<file path="config.mk">
export PLATFORM = sky130hd
export DESIGN_NAME = fir_avg_out
export DESIGN_NICKNAME = d
export VERILOG_FILES = /design/src/rtl/fir_pkg.sv /design/src/rtl/fir_sync_fifo.sv /design/src/rtl/fir_avg_out.sv
export SDC_FILE = /design/constraint.sdc
export NUM_CORES = 1
export LEC_CHECK = 0
export CAP_MARGIN = 25
export CORE_ASPECT_RATIO = 1.2
export CORE_UTILIZATION = 56
export CTS_CLUSTER_DIAMETER = 200
export DETAILED_ROUTE_END_ITERATION = 12
export PLACE_DENSITY = 0.9
export SYNTH_ARGS = -nofsm -noshare
export SYNTH_HDL_FRONTEND = slang
export SYNTH_SLANG_ARGS = --single-unit
</file>
<file path="constraint.sdc">
create_clock -name i_clk -period 4.5 [get_ports i_clk]
set_input_delay 0.675 -clock i_clk [delete_from_list [all_inputs] [get_ports i_clk]]
set_output_delay 0.675 -clock i_clk [all_outputs]
set_load 0.1 [all_outputs]
</file>
<file path="src/rtl/fir_pkg.sv">
// rtl/fir_pkg.sv - shared constants and helpers for the FIR averaging output stage
// Contents:
//   W_DEF        default sample width
//   WARM         accepted input beats discarded after reset
//   fifo_lvl_w   width of a FIFO occupancy count for a given depth
//   avg4_round   rounded 4-sample average of a window sum
package fir_pkg;

  localparam int W_DEF = 16;
  localparam int WARM  = 4;

  // Occupancy needs one bit beyond the pointer index so that "full" (== depth)
  // is distinguishable from "empty".
  function automatic int fifo_lvl_w(input int depth);
    return $clog2(depth) + 1;
  endfunction

  // Round-half-up divide by 4. Evaluated wide so the +2 can never wrap; the
  // caller truncates to its sample width. The largest legal sum
  // 2^(w+2)-4 maps exactly onto 2^w-1, so truncation never loses a set bit.
  function automatic logic [63:0] avg4_round(input logic [63:0] s);
    return (s + 64'd2) >> 2;
  endfunction

endpackage

</file>
<file path="src/rtl/fir_sync_fifo.sv">
// rtl/fir_sync_fifo.sv - single-clock FIFO holding the kept averages
// Ports:
//   i_clk, i_reset   clock, synchronous active-low reset (clears storage too)
//   i_push, i_din    write request and data; ignored when full unless popping
//   i_pop            read request; ignored when empty
//   o_dout           head entry (combinational read of storage)
//   o_full, o_empty  occupancy flags
//   o_level          occupancy, 0..DEPTH
module fir_sync_fifo
  import fir_pkg::*;
#(
  parameter int w     = W_DEF,
  parameter int DEPTH = 4
) (
  input  logic                          i_clk,
  input  logic                          i_reset,
  input  logic                          i_push,
  input  logic [w-1:0]                  i_din,
  input  logic                          i_pop,
  output logic [w-1:0]                  o_dout,
  output logic                          o_full,
  output logic                          o_empty,
  output logic [fifo_lvl_w(DEPTH)-1:0]  o_level
);

  localparam int AW = $clog2(DEPTH);
  localparam int LW = fifo_lvl_w(DEPTH);

  logic [w-1:0]  r_mem [DEPTH];
  logic [LW-1:0] r_wr_ptr;
  logic [LW-1:0] r_rd_ptr;
  logic          w_do_push;
  logic          w_do_pop;

  // Pointers carry an extra MSB; their difference is the occupancy directly.
  assign o_level = r_wr_ptr - r_rd_ptr;
  assign o_empty = (o_level == '0);
  assign o_full  = (o_level == LW'(DEPTH));

  // A push into a full FIFO still succeeds when the head leaves the same cycle.
  assign w_do_pop  = i_pop && !o_empty;
  assign w_do_push = i_push && (!o_full || w_do_pop);

  assign o_dout = r_mem[r_rd_ptr[AW-1:0]];

  always_ff @(posedge i_clk) begin
    if (!i_reset) begin
      r_wr_ptr <= '0;
      r_rd_ptr <= '0;
      for (int i = 0; i < DEPTH; i++) begin
        r_mem[i] <= '0;
      end
    end else begin
      if (w_do_push) begin
        r_mem[r_wr_ptr[AW-1:0]] <= i_din;
        r_wr_ptr                <= r_wr_ptr + LW'(1);
      end
      if (w_do_pop) begin
        r_rd_ptr <= r_rd_ptr + LW'(1);
      end
    end
  end

endmodule

</file>
<file path="src/rtl/fir_avg_out.sv">
// rtl/fir_avg_out.sv - warm-up discard, rounding, decimation and output FIFO after the FIR sum
// Ports:
//   i_clk, i_reset   clock, synchronous active-low reset
//   i_in_valid       i_s carries a new window sum this cycle
//   i_s              unsigned (w+2)-bit window sum
//   i_dec            decimation control, factor = i_dec+1
//   o_out_data       head-of-FIFO average
//   o_out_valid      FIFO non-empty
//   i_out_ready      consumer takes o_out_data this cycle
//   o_level          FIFO occupancy
//   o_overflow       sticky: a kept sample was dropped on a full FIFO
module fir_avg_out
  import fir_pkg::*;
#(
  parameter int w     = fir_pkg::W_DEF,
  parameter int DEPTH = 4,
  parameter int DEC_W = 4,
  parameter int WARM  = fir_pkg::WARM
) (
  input  logic                          i_clk,
  input  logic                          i_reset,
  input  logic                          i_in_valid,
  input  logic [w+1:0]                  i_s,
  input  logic [DEC_W-1:0]              i_dec,
  output logic [w-1:0]                  o_out_data,
  output logic                          o_out_valid,
  input  logic                          i_out_ready,
  output logic [fifo_lvl_w(DEPTH)-1:0]  o_level,
  output logic                          o_overflow
);

  localparam int WARM_W = (WARM > 0) ? $clog2(WARM + 1) : 1;

  logic [WARM_W-1:0] r_warm;
  logic [DEC_W-1:0]  r_phase;
  logic [DEC_W-1:0]  r_dec_q;
  logic              r_overflow;

  logic              w_warm_done;
  logic              w_post;
  logic              w_keep;
  logic [DEC_W-1:0]  w_dec_eff;
  logic [w-1:0]      w_avg;
  logic              w_pop;
  logic              w_full;
  logic              w_empty;

  assign w_warm_done = (r_warm == WARM_W'(WARM));
  assign w_post      = i_in_valid && w_warm_done;
  assign w_keep      = w_post && (r_phase == '0);

  // On a kept beat the freshly sampled factor governs the wrap, otherwise a
  // kept beat with phase 0 would compare against the previous factor.
  assign w_dec_eff = w_keep ? i_dec : r_dec_q;

  assign w_avg = w'(avg4_round(64'(i_s)));

  assign o_out_valid = !w_empty;
  assign w_pop       = o_out_valid && i_out_ready;
  assign o_overflow  = r_overflow;

  always_ff @(posedge i_clk) begin
    if (!i_reset) begin
      r_warm     <= '0;
      r_phase    <= '0;
      r_dec_q    <= '0;
      r_overflow <= 1'b0;
    end else begin
      if (i_in_valid && !w_warm_done) begin
        r_warm <= r_warm + WARM_W'(1);
      end
      if (w_post) begin
        r_phase <= (r_phase == w_dec_eff) ? '0 : r_phase + DEC_W'(1);
      end
      if (w_keep) begin
        r_dec_q <= i_dec;
      end
      // Dropped push: the FIFO rejects it internally, only the flag records it.
      if (w_keep && w_full && !w_pop) begin
        r_overflow <= 1'b1;
      end
    end
  end

  fir_sync_fifo #(
    .w     (w),
    .DEPTH (DEPTH)
  ) u_fifo (
    .i_clk   (i_clk),
    .i_reset (i_reset),
    .i_push  (w_keep),
    .i_din   (w_avg),
    .i_pop   (w_pop),
    .o_dout  (o_out_data),
    .o_full  (w_full),
    .o_empty (w_empty),
    .o_level (o_level)
  );

endmodule

</file>
## After elaboration in Yosys (flattened, before gate mapping)

Memories as Yosys holds them, arrays and structs flattened. A register that Yosys moved wholly into a read port is not among the register bits.
Index checks and enable logic that the tools add are counted.
W data, S select, Z words.

| word-level totals | value |
|---|---|
| RAM bits | 64 |
| bits in registers | 18 |
| memories | 1 |

| operators by class | value |
|---|---|
| multiplexer cells | 11 |
| reductions and logical operators | 16 |
| add/subtract/negate cells | 6 |
| equal/unequal tests | 3 |

Memories:

| name | depth | width | read ports | clocked after Yosys merged registers in | wr ports | line | RTL |
|---|---|---|---|---|---|---|---|
| u_fifo.r_mem | 4 | 16 | 1 | 1 | 4 | fir_sync_fifo.sv:29 | `logic [w-1:0] r_mem [DEPTH];` |

Operator list:

| operator | number |
|---|---|
| $add A18 B2 Y18 const B | 1 |
| $mux W16 | 1 |
| $reduce_or A16 Y1 | 1 |
| $add A3 B1 Y3 const B | 3 |
| $logic_and A1 B1 Y1 | 8 |
| $mux W4 | 2 |
| $eq A3 B3 Y1 const B | 2 |
| $mux W2 | 3 |
| $mux W1 | 5 |
| $add A4 B1 Y4 const B | 1 |
| $eq A4 B4 Y1 | 1 |
| $logic_not A1 Y1 | 4 |
| $logic_not A4 Y1 | 1 |
| $logic_not A3 Y1 | 1 |
| $sub A3 B3 Y3 | 1 |
| $logic_or A1 B1 Y1 | 1 |

## Longest topological paths before layout

Gate-level depths: netlist of run 1.

| depth | value |
|---|---|
| depth after elaboration | 12 |
| depth in mapped cells | 11 |

## By module

Synthesis of run 1 repeated with hierarchy kept, for this count alone.

| unflattened totals | value |
|---|---|
| cells, all modules | 349 |
| area, all modules | 4224.1 um^2 |

Modules (own cells, without submodules):

| module | cells each | sequential area each (um^2) | instances | area each (um^2) |
|---|---|---|---|---|
| fir_sync_fifo | 230 | 2082.0 | 1 | 3229.3 |
| fir_avg_out | 119 | 240.2 | 1 | 994.7 |

## Worst setup path before layout of run 1

No wires, ideal clock.

| path | value |
|---|---|
| path kind | reg2reg |
| from | register u_fifo.r_wr_ptr[0] |
| to | memory u_fifo.r_mem[3][0] in the netlist's numbering (enable) |
| slack | 0.659 ns |
| data arrival time | 3.427 ns |
| stages on the path, launching flop included | 9 |
| required time | 4.086 ns |
| buffers on the path | 1 |
| cells stage by stage | dfxtp_1 > inv_1 > ha_1 > fa_1 > inv_1 > or4_1 > buf_2 > nand2_1 > o31ai_1 |

RTL lines:

| item | line | RTL |
|---|---|---|
| from (decl) | fir_sync_fifo.sv:30 | `logic [LW-1:0] r_wr_ptr;` |
| from (signal assigned) | fir_sync_fifo.sv:56 | `r_wr_ptr <= r_wr_ptr + LW'(1);` |
| to (decl) | fir_sync_fifo.sv:29 |  |

## Worst setup path after layout of run 1

| path | value |
|---|---|
| from | register u_fifo.r_wr_ptr[0] |
| to | output o_out_valid |

| on the way | value |
|---|---|
| word-level cells in the longest chain between the ends | 3 |

Ends and longest elaborated chain:

| item | line | RTL |
|---|---|---|
| $sub A3 B3 Y3 | fir_sync_fifo.sv:36 | `assign o_level = r_wr_ptr - r_rd_ptr;` |
| $logic_not A3 Y1 | fir_sync_fifo.sv:37 | `assign o_empty = (o_level == '0);` |
| $logic_not A1 Y1 | fir_avg_out.sv:58 | `assign o_out_valid = !w_empty;` |
| to (decl) | fir_avg_out.sv:26 | `output logic o_out_valid,` |

Every way passes these cells.

==> impl_metrics.prom, run 1 <==
# TYPE chip_impl_metric gauge
chip_impl_metric{name="cts.repair_timing.setup_buffer_count",unit=""} 0
chip_impl_metric{name="number_of_different_library_cells_in_the_post_synthesis_netlist",unit=""} 40
chip_impl_metric{name="synth_seq_area_share",unit="%"} 57.9
chip_impl_info{name="netlist_top_cells_area",value="edfxtp_1, dfxtp_1, mux4_2, nor2_1, xor2_1"} 1
chip_impl_metric{name="antenna-diode-count",unit=""} 0
chip_impl_metric{name="cellInternalPower",unit="uW"} 1400
chip_impl_metric{name="clk_pin_slew_worst_paths",unit="ns"} 0.08
chip_impl_metric{name="remaining_drc_errors",unit=""} 0
chip_impl_metric{name="layoutNonFillerInstCount",unit=""} 463
chip_impl_metric{name="h-tree-depth",unit=""} 3
chip_impl_metric{name="drt-initial-drc-count",unit=""} 224
chip_impl_metric{name="clock_tree_buf_depth",unit=""} 2
chip_impl_metric{name="fmax",unit="MHz"} 270
chip_impl_metric{name="die_area",unit="um^2"} 7510
chip_impl_metric{name="power_frac_comb",unit="%"} 35.3
chip_impl_metric{name="detail_route.wl_per_cell",unit="um"} 17.6
chip_impl_metric{name="worst_r2r_path_depth",unit=""} 9
chip_impl_metric{name="cts_inserted_buffers",unit=""} 9
chip_impl_info{name="grt_setup_unrepaired",value="no"} 1
chip_impl_metric{name="finalMaxSlewViolations",unit=""} 0
chip_impl_metric{name="synth_enable_flop_cells",unit=""} 64
chip_impl_metric{name="switching_share",unit="%"} 38.5
chip_impl_metric{name="timing.critical_path.arrival",unit="ns"} 3.02
chip_impl_info{name="launching_point_of_the_worst_reg2reg_path",value="u_fifo.r_wr_ptr[0]$_SDFFE_PN0P_"} 1
chip_impl_info{name="most-common-layout-cells",value="nor2_1, edfxtp_1, clkdlybuf4s50_1"} 1
chip_impl_metric{name="final_setup_violation_count",unit=""} 0
chip_impl_metric{name="detail_route.wirelength",unit="mm"} 8.14
chip_impl_metric{name="netlist_area",unit="um^2"} 4010
chip_impl_metric{name="post_route_cells_drive_above_1_share",unit="%"} 12.2
chip_impl_metric{name="yosys.area_share.simple",unit="%"} 16.8
chip_impl_metric{name="placement_rows",unit=""} 33
chip_impl_metric{name="syn_inst",unit=""} 322
chip_impl_metric{name="ant_nets",unit=""} 0
chip_impl_metric{name="hold_violations",unit=""} 0
chip_impl_metric{name="hpwl",unit="mm"} 5.32
chip_impl_metric{name="yosys-mux-area-fraction",unit="%"} 9.23
chip_impl_metric{name="synth_xor_xnor_area_share",unit="%"} 5.58
chip_impl_metric{name="hold-worst-slack",unit="ns"} 0.478
chip_impl_metric{name="grt_pass1_wl",unit="mm"} 12.7
chip_impl_metric{name="net_switching_power_figure",unit="uW"} 879
chip_impl_info{name="criticalPathCategory",value="register to output port"} 1
chip_impl_metric{name="timing.final.crit_share",unit="%"} 82.2
chip_impl_info{name="yosys_most_used_dff",value="edfxtp_1"} 1
chip_impl_metric{name="core",unit="um^2"} 6900
chip_impl_metric{name="cts_repair_resize_count",unit=""} 0
chip_impl_metric{name="final_net_count",unit=""} 406
chip_impl_metric{name="die_width",unit="um"} 79.3
chip_impl_metric{name="seq_power_share",unit="%"} 38.8
chip_impl_info{name="combinational_family_with_the_most_area_after_synthesis",value="simple AND/OR/NAND/NOR gates"} 1
chip_impl_metric{name="initial_core_utilization",unit="%"} 58.2
chip_impl_info{name="synth_top_cell_by_area",value="edfxtp_1"} 1
chip_impl_info{name="cp-end-kind",value="output port"} 1
chip_impl_metric{name="die_height",unit="um"} 94.7
chip_impl_metric{name="timing.reg2reg.setup_slack",unit="ns"} 1.07
chip_impl_metric{name="postSynthRegisterBits",unit=""} 84
chip_impl_metric{name="vias",unit=""} 2645
chip_impl_metric{name="p_clk_share",unit="%"} 25.9
chip_impl_metric{name="holdBufCountCts",unit=""} 0
chip_impl_metric{name="synth-async-reset-ratio",unit="%"} 0
chip_impl_metric{name="grt_util_all_layers",unit="%"} 23.7
chip_impl_metric{name="globalRouteOverflowTotal",unit=""} 0
chip_impl_metric{name="grt_start_max_net_pins",unit=""} 24
chip_impl_metric{name="worst-slew-pin-transition",unit="ns"} 0.972
chip_impl_metric{name="synth.yosys.warnings",unit=""} 0
chip_impl_metric{name="post-place-cells",unit=""} 447
chip_impl_info{name="run_status",value="complete, no violations"} 1
chip_impl_metric{name="drv.max_cap_violation_count",unit=""} 0
chip_impl_info{name="worst_setup_path_startpoint",value="u_fifo.r_wr_ptr[0]$_SDFFE_PN0P_"} 1
chip_impl_metric{name="synthAdderAreaFrac",unit="%"} 2.99
chip_impl_metric{name="cts_num_sinks",unit=""} 84
chip_impl_metric{name="synth_compound_gate_area_share",unit="%"} 3.40
chip_impl_metric{name="syn-mean-instance-area",unit="um^2"} 12.5
chip_impl_metric{name="numPortBuffers",unit=""} 45
chip_impl_info{name="cts_tree",value="built"} 1
chip_impl_metric{name="first_global_vias",unit=""} 2669
chip_impl_metric{name="area_growth",unit="%"} 18.2
chip_impl_metric{name="area.sequential",unit="um^2"} 2320
chip_impl_info{name="timing.rr.end",value="u_fifo.r_mem[0][2]$_SDFFCE_PN0P_"} 1
chip_impl_metric{name="crit_path_max_fanout",unit=""} 5
chip_impl_metric{name="via_per_inst",unit=""} 5.71
chip_impl_metric{name="grt_antenna_before_repair",unit=""} 0
chip_impl_info{name="timing.hold.worst.class",value="register to register"} 1
chip_impl_metric{name="worst_ir_drop_vdd",unit="V"} 0.000736
chip_impl_metric{name="yosys.area.top_type_share",unit="%"} 47.9
chip_impl_metric{name="fin_crit",unit="ns"} 3.70
chip_impl_metric{name="final.setup_skew",unit="ns"} 0.0173
chip_impl_metric{name="dr.pass1.iters",unit=""} 4
chip_impl_metric{name="static-leakage-power",unit="uW"} 0.00171
chip_impl_metric{name="critical_path_required",unit="ns"} 3.83
chip_impl_metric{name="fillerInstances",unit=""} 470
chip_impl_metric{name="clock_insertion_delay_worst_skew",unit="ns"} 0.37
chip_impl_info{name="layout.cells.most_common",value="nor2_1"} 1
chip_impl_metric{name="slew_headroom",unit="%"} 35.0
chip_impl_metric{name="boundaryPins",unit=""} 47
chip_impl_metric{name="finalSetupTns",unit="ns"} 0
chip_impl_metric{name="power_density",unit="nW/um^2"} 481
chip_impl_metric{name="final_wtd_congestion",unit=""} 0.802
chip_impl_metric{name="combined_area_of_the_multi_input_logic_cells",unit="um^2"} 1530
chip_impl_info{name="cts_root_buffer",value="clkbuf_8"} 1
chip_impl_metric{name="syn-num-nets",unit=""} 357
chip_impl_info{name="end_point_of_the_critical_path",value="o_out_valid"} 1
chip_impl_info{name="worst_setup_path_start_kind",value="register"} 1
-- flip-flops by register name (all words and copies together), names as in the netlist, named ones only --
name	flops
o_overflow	1
r_dec_q	4
r_phase	4
r_warm	3
u_fifo.r_mem	64
u_fifo.r_rd_ptr	3
u_fifo.r_wr_ptr	3
-- area by class of cell --
cell class | count | share of cell area (%)
clock inverter | 7 | 2.11
timing repair buffer | 53 | 10.8
sequential | 84 | 49.0
tap | 87 | 2.29
inverter | 13 | 1.03
multi-input combinational | 210 | 32.2
clock buffer | 9 | 2.61
-- worst max-delay path, stage by stage (launching register included) --
cell and delay (ns):
dfxtp_1 0.42, inv_1 0.11, ha_1 0.21, fa_1 0.38, xnor3_1 0.22, nand3_1 0.17, clkdlybuf4s50_1 1.16
-- routing by layer --
metal,up-vias,GRT usage (%),share of wire (%)
met2,103,41.7,53
li1,1242,-,-
met1,1283,26.9,40
met4,0,14.7,2.6
met5,-,0,0
met3,17,3.67,4.8
-- how the worst min path moves through the flow --
| stage | start | endpoint | slack (ns) | cells after the start |
|---|---|---|---|---|
| CTS | r_dec_q[2]$_SDFF_PN0_ | r_dec_q[2]$_SDFF_PN0_ | 0.48 | 2 |
| finish | o_overflow$_SDFFE_PN0P_ | o_overflow$_SDFFE_PN0P_ | 0.48 | 1 |
| floorplan | r_dec_q[2]$_SDFF_PN0_ | r_dec_q[2]$_SDFF_PN0_ | 0.45 | 2 |
| global placement | o_overflow$_SDFFE_PN0P_ | o_overflow$_SDFFE_PN0P_ | 0.45 | 1 |
| global route | o_overflow$_SDFFE_PN0P_ | o_overflow$_SDFFE_PN0P_ | 0.51 | 1 |
| detailed placement | o_overflow$_SDFFE_PN0P_ | o_overflow$_SDFFE_PN0P_ | 0.46 | 1 |
-- cell usage after synthesis (3+ instances only) --
cell and number:
nor2_1 72, edfxtp_1 64, dfxtp_1 20, nand2_1 18, mux4_2 16, nand3_1 15
inv_1 13, xor2_1 12, xnor2_1 11, ha_1 8, a21boi_0 6, clkbuf_1 6
nand4_1 6, nor2b_1 6, and2_1 5, and3_1 5, a21oi_1 4, buf_2 3
buf_6 3, buf_8 3, nor3b_1 3, o21ai_0 3, or3_1 3
-- stage by stage --
stage	power (uW)	area [um^2]	worst slack, ns	util (%)
global route	2350	4740	0.672	68.8
floorplan	1530	4010	0.659	-
CTS	2290	4740	0.801	68.8
finish	2280	4740	0.802	68.8
detailed placement	1710	4520	1.11	65.5
global placement	1700	4520	1.16	65.5
-- logic make-up (layout without fill, tap and decap cells) --
logic type	count (synthesis)	in the layout
and+or+nand+nor	141	141
DFF	84	84
buffers and inverters	28	82
xor gates and xnor gates	24	24
AOI/OAI and AO/OA	19	19
muxes	17	17
adders and majority gates	9	9
-- power groups by stage --
stage | logic (uW) | registers (uW) | clock network [uW]
floorplan | 637 | 889 | 0
global placement | 797 | 899 | 0
detailed placement | 806 | 903 | 0
CTS | 811 | 885 | 598
global route | 837 | 889 | 627
finish | 806 | 885 | 591
Power figures use the tool's default switching activity.
==> run 2, diff against run 1 <==
==> constraint.sdc (replaced) <==
create_clock -name i_clk -period 3.6 [get_ports i_clk]
set_input_delay 0.54 -clock i_clk [delete_from_list [all_inputs] [get_ports i_clk]]
set_output_delay 0.54 -clock i_clk [all_outputs]
set_load 0.1 [all_outputs]
==> run 2 against run 1 <==
Register-to-register slack got worse by 0.61 ns; sequential power rose by 25%; combinational power rose by 22%.
==> impl_metrics.prom, run 2 (synthesis results as in run 1) <==
# TYPE chip_impl_metric gauge
chip_impl_metric{name="hold_violations",unit=""} 0
chip_impl_metric{name="cts_repair_resize_count",unit=""} 0
chip_impl_metric{name="die_height",unit="um"} 94.7
chip_impl_metric{name="timing.critical_path.arrival",unit="ns"} 3.23
chip_impl_metric{name="post_route_cells_drive_above_1_share",unit="%"} 17.3
chip_impl_info{name="crit_top_cell",value="inv_1"} 1
chip_impl_info{name="timing.hold.worst_endpoint",value="o_overflow$_SDFFE_PN0P_"} 1
chip_impl_metric{name="remaining_drc_errors",unit=""} 0
chip_impl_metric{name="detail_route.wl_per_cell",unit="um"} 18.0
chip_impl_metric{name="grt_start_max_net_pins",unit=""} 24
chip_impl_metric{name="clk_pin_slew_worst_paths",unit="ns"} 0.08
chip_impl_info{name="worst_setup_path_start_kind",value="register"} 1
chip_impl_metric{name="grt_pass1_wl",unit="mm"} 13.0
chip_impl_metric{name="numPortBuffers",unit=""} 45
chip_impl_metric{name="grt_antenna_before_repair",unit=""} 0
chip_impl_metric{name="layout.cell_area.non_filler",unit="um^2"} 4690
chip_impl_metric{name="area_growth",unit="%"} 16.9
chip_impl_metric{name="cts_inserted_buffers",unit=""} 9
chip_impl_metric{name="worst_r2r_path_depth",unit=""} 9
chip_impl_metric{name="initial_core_utilization",unit="%"} 58.2
chip_impl_metric{name="final_net_count",unit=""} 407
chip_impl_info{name="cp-end-kind",value="register"} 1
chip_impl_info{name="regs_by_ff_count",value="u_fifo.r_mem x64, r_dec_q x4, r_phase x4"} 1
chip_impl_metric{name="static-leakage-power",unit="uW"} 0.00175
chip_impl_metric{name="finalMaxSlewViolations",unit=""} 0
chip_impl_metric{name="worst-slew-pin-transition",unit="ns"} 0.962
chip_impl_metric{name="ant_nets",unit=""} 0
chip_impl_info{name="run_status",value="complete, no violations"} 1
chip_impl_metric{name="power_density",unit="nW/um^2"} 599
chip_impl_metric{name="cts_num_sinks",unit=""} 84
chip_impl_info{name="layout.cells.most_common",value="nor2_1"} 1
chip_impl_metric{name="hpwl",unit="mm"} 5.56
chip_impl_info{name="cp_slowest_cell",value="or4_1"} 1
chip_impl_metric{name="max_ffs_per_register",unit=""} 64
chip_impl_metric{name="fin_crit",unit="ns"} 3.14
chip_impl_info{name="most-common-layout-cells",value="nor2_1, edfxtp_1, buf_4"} 1
chip_impl_metric{name="holdBufCountCts",unit=""} 0
chip_impl_metric{name="timing.final.crit_share",unit="%"} 87.4
chip_impl_info{name="launching_point_of_the_worst_reg2reg_path",value="u_fifo.r_wr_ptr[0]$_SDFFE_PN0P_"} 1
chip_impl_metric{name="finalCoreUtilization",unit="%"} 68.0
chip_impl_info{name="timing.hold.worst.class",value="register to register"} 1
chip_impl_info{name="cts_root_buffer",value="clkbuf_8"} 1
chip_impl_metric{name="slew_headroom",unit="%"} 35.7
chip_impl_metric{name="grt_util_all_layers",unit="%"} 23.9
chip_impl_metric{name="drv.max_cap_violation_count",unit=""} 0
chip_impl_metric{name="critical_path_required",unit="ns"} 3.68
chip_impl_metric{name="globalRouteOverflowTotal",unit=""} 0
chip_impl_metric{name="clock_tree_buf_depth",unit=""} 2
chip_impl_metric{name="drt-initial-drc-count",unit=""} 186
chip_impl_metric{name="cp_slowest_stage_delay",unit="ns"} 0.60
chip_impl_metric{name="fmax",unit="MHz"} 318
chip_impl_info{name="regMostFlops",value="u_fifo.r_mem"} 1
chip_impl_info{name="criticalPathCategory",value="register to register"} 1
chip_impl_metric{name="timing.reg2reg.setup_slack",unit="ns"} 0.46
chip_impl_metric{name="postLayoutSetupSlackWorst",unit="ns"} 0.455
chip_impl_metric{name="worst_ir_drop_vdd",unit="V"} 0.000959
chip_impl_info{name="worstHoldStart",value="o_overflow$_SDFFE_PN0P_"} 1
chip_impl_metric{name="final.setup_skew",unit="ns"} 0.0107
chip_impl_metric{name="via_per_inst",unit=""} 5.90
chip_impl_metric{name="clock_insertion_delay_worst_skew",unit="ns"} 0.35
chip_impl_metric{name="detail_route.wirelength",unit="mm"} 8.32
chip_impl_metric{name="finalSetupTns",unit="ns"} 0
chip_impl_metric{name="core",unit="um^2"} 6900
chip_impl_metric{name="post-place-cells",unit=""} 448
chip_impl_metric{name="vias",unit=""} 2730
chip_impl_metric{name="placement_rows",unit=""} 33
chip_impl_metric{name="die_area",unit="um^2"} 7510
chip_impl_info{name="grt_setup_unrepaired",value="no"} 1
chip_impl_metric{name="crit_path_max_fanout",unit=""} 19
chip_impl_metric{name="h-tree-depth",unit=""} 3
chip_impl_metric{name="hold_path_depth",unit=""} 1
chip_impl_metric{name="dp_slack",unit="ns"} 0.482
chip_impl_info{name="crit_chain",value="inv_1 -> ha_1 -> fa_1 -> inv_1 -> or4_1 -> nand3_4 -> or3_1 -> nand2_1 -> buf_4"} 1
chip_impl_info{name="cts_tree",value="built"} 1
chip_impl_info{name="timing.rr.end",value="u_fifo.r_mem[2][1]$_SDFFCE_PN0P_"} 1
chip_impl_metric{name="fillerInstances",unit=""} 467
chip_impl_metric{name="boundaryPins",unit=""} 47
chip_impl_metric{name="layoutNonFillerInstCount",unit=""} 463
chip_impl_metric{name="final_wtd_congestion",unit=""} 0.794
chip_impl_metric{name="antenna-diode-count",unit=""} 0
chip_impl_metric{name="placed_area",unit="um^2"} 4480
chip_impl_metric{name="die_width",unit="um"} 79.3
chip_impl_metric{name="first_global_vias",unit=""} 2657
chip_impl_metric{name="cts.repair_timing.setup_buffer_count",unit=""} 0
chip_impl_metric{name="final_setup_violation_count",unit=""} 0
chip_impl_metric{name="dr.pass1.iters",unit=""} 5
-- run 2: changes by cell type in the layout (fill, tap and decap cells not counted), sizes merged --
| cell | previous run | this run |
|---|---|---|
| buf | 8 | 29 |
| clkdlybuf4s50 | 45 | 25 |
| clkinvlp | 3 | 1 |
| clkinv | 1 | 2 |
-- run 2: area by class of cell --
class	instances	area (um^2)	area share, %
Sequential cell	84	2320	49.5
Multi-Input combinational cell	210	1530	32.6
Timing Repair Buffer	54	468	9.98
Clock buffer	9	124	2.64
Tap cell	87	109	2.32
Clock inverter	6	88.8	1.89
Inverter	13	48.8	1.04
-- run 2: per-stage QoR --
step / hold slack, ns / power [uW]
2_1_floorplan: 0.447 / 1910
3_3_place_gp: 0.451 / 2090
3_5_place_dp: 0.453 / 2110
4_1_cts: 0.478 / 2820
5_1_grt: 0.495 / 2890
6_report: 0.476 / 2810
-- run 2: metal layers --
layer | vias up | GRT usage (%) | wire length (um)
li1 | 1243 | - | -
met1 | 1334 | 27.6 | 3120
met2 | 125 | 42.7 | 4480
met3 | 28 | 4.06 | 471
met4 | 0 | 12.0 | 244
met5 | - | 0 | 0
-- run 2: where the power goes --
part           switching, uW  internal [uW]  leakage [uW]  total (uW)
clock                    334            388      0.000103         722
combinational            724            256      0.000821         981
sequential              29.4           1080      0.000823        1110
total                   1090           1720       0.00175        2810
-- run 2: how the worst max path moves through the flow --
stage | start | endpoint | slack, ns | cells past startpoint
3_5_place_dp | u_fifo.r_wr_ptr[0]$_SDFFE_PN0P_ | u_fifo.r_mem[2][11]$_SDFFCE_PN0P_ | 0.48 | 9
2_1_floorplan | u_fifo.r_wr_ptr[0]$_SDFFE_PN0P_ | u_fifo.r_mem[1][0]$_SDFFCE_PN0P_ | 0.11 | 11
5_1_grt | u_fifo.r_wr_ptr[0]$_SDFFE_PN0P_ | u_fifo.r_mem[2][1]$_SDFFCE_PN0P_ | 0.28 | 9
4_1_cts | u_fifo.r_wr_ptr[0]$_SDFFE_PN0P_ | u_fifo.r_mem[2][2]$_SDFFCE_PN0P_ | 0.44 | 9
3_3_place_gp | u_fifo.r_wr_ptr[0]$_SDFFE_PN0P_ | u_fifo.r_mem[2][11]$_SDFFCE_PN0P_ | 0.54 | 9
6_report | u_fifo.r_wr_ptr[0]$_SDFFE_PN0P_ | u_fifo.r_mem[2][1]$_SDFFCE_PN0P_ | 0.46 | 9
-- run 2: worst max-delay path: cells and delay by family, from the launching register on --
kind / cells / cell delay [ns]
AND/OR/NAND/NOR: 4 / 1.33
buffers and inverters: 3 / 0.39
flip-flops: 1 / 0.42
adder cells (fa/ha/maj): 2 / 0.73
==> run 3, diff against run 2 <==
--- a/config.mk
+++ b/config.mk
@@ -8,6 +8,7 @@
 export CAP_MARGIN = 25
 export CORE_ASPECT_RATIO = 1.2
 export CORE_UTILIZATION = 56
+export CTS_BUF_LIST = sky130_fd_sc_hd__clkbuf_4 sky130_fd_sc_hd__clkbuf_8 sky130_fd_sc_hd__clkbuf_16
 export CTS_CLUSTER_DIAMETER = 200
 export DETAILED_ROUTE_END_ITERATION = 12
 export PLACE_DENSITY = 0.9
==> results of run 3 <==
Final layout, timing and power as in run 2 (identical DEF).
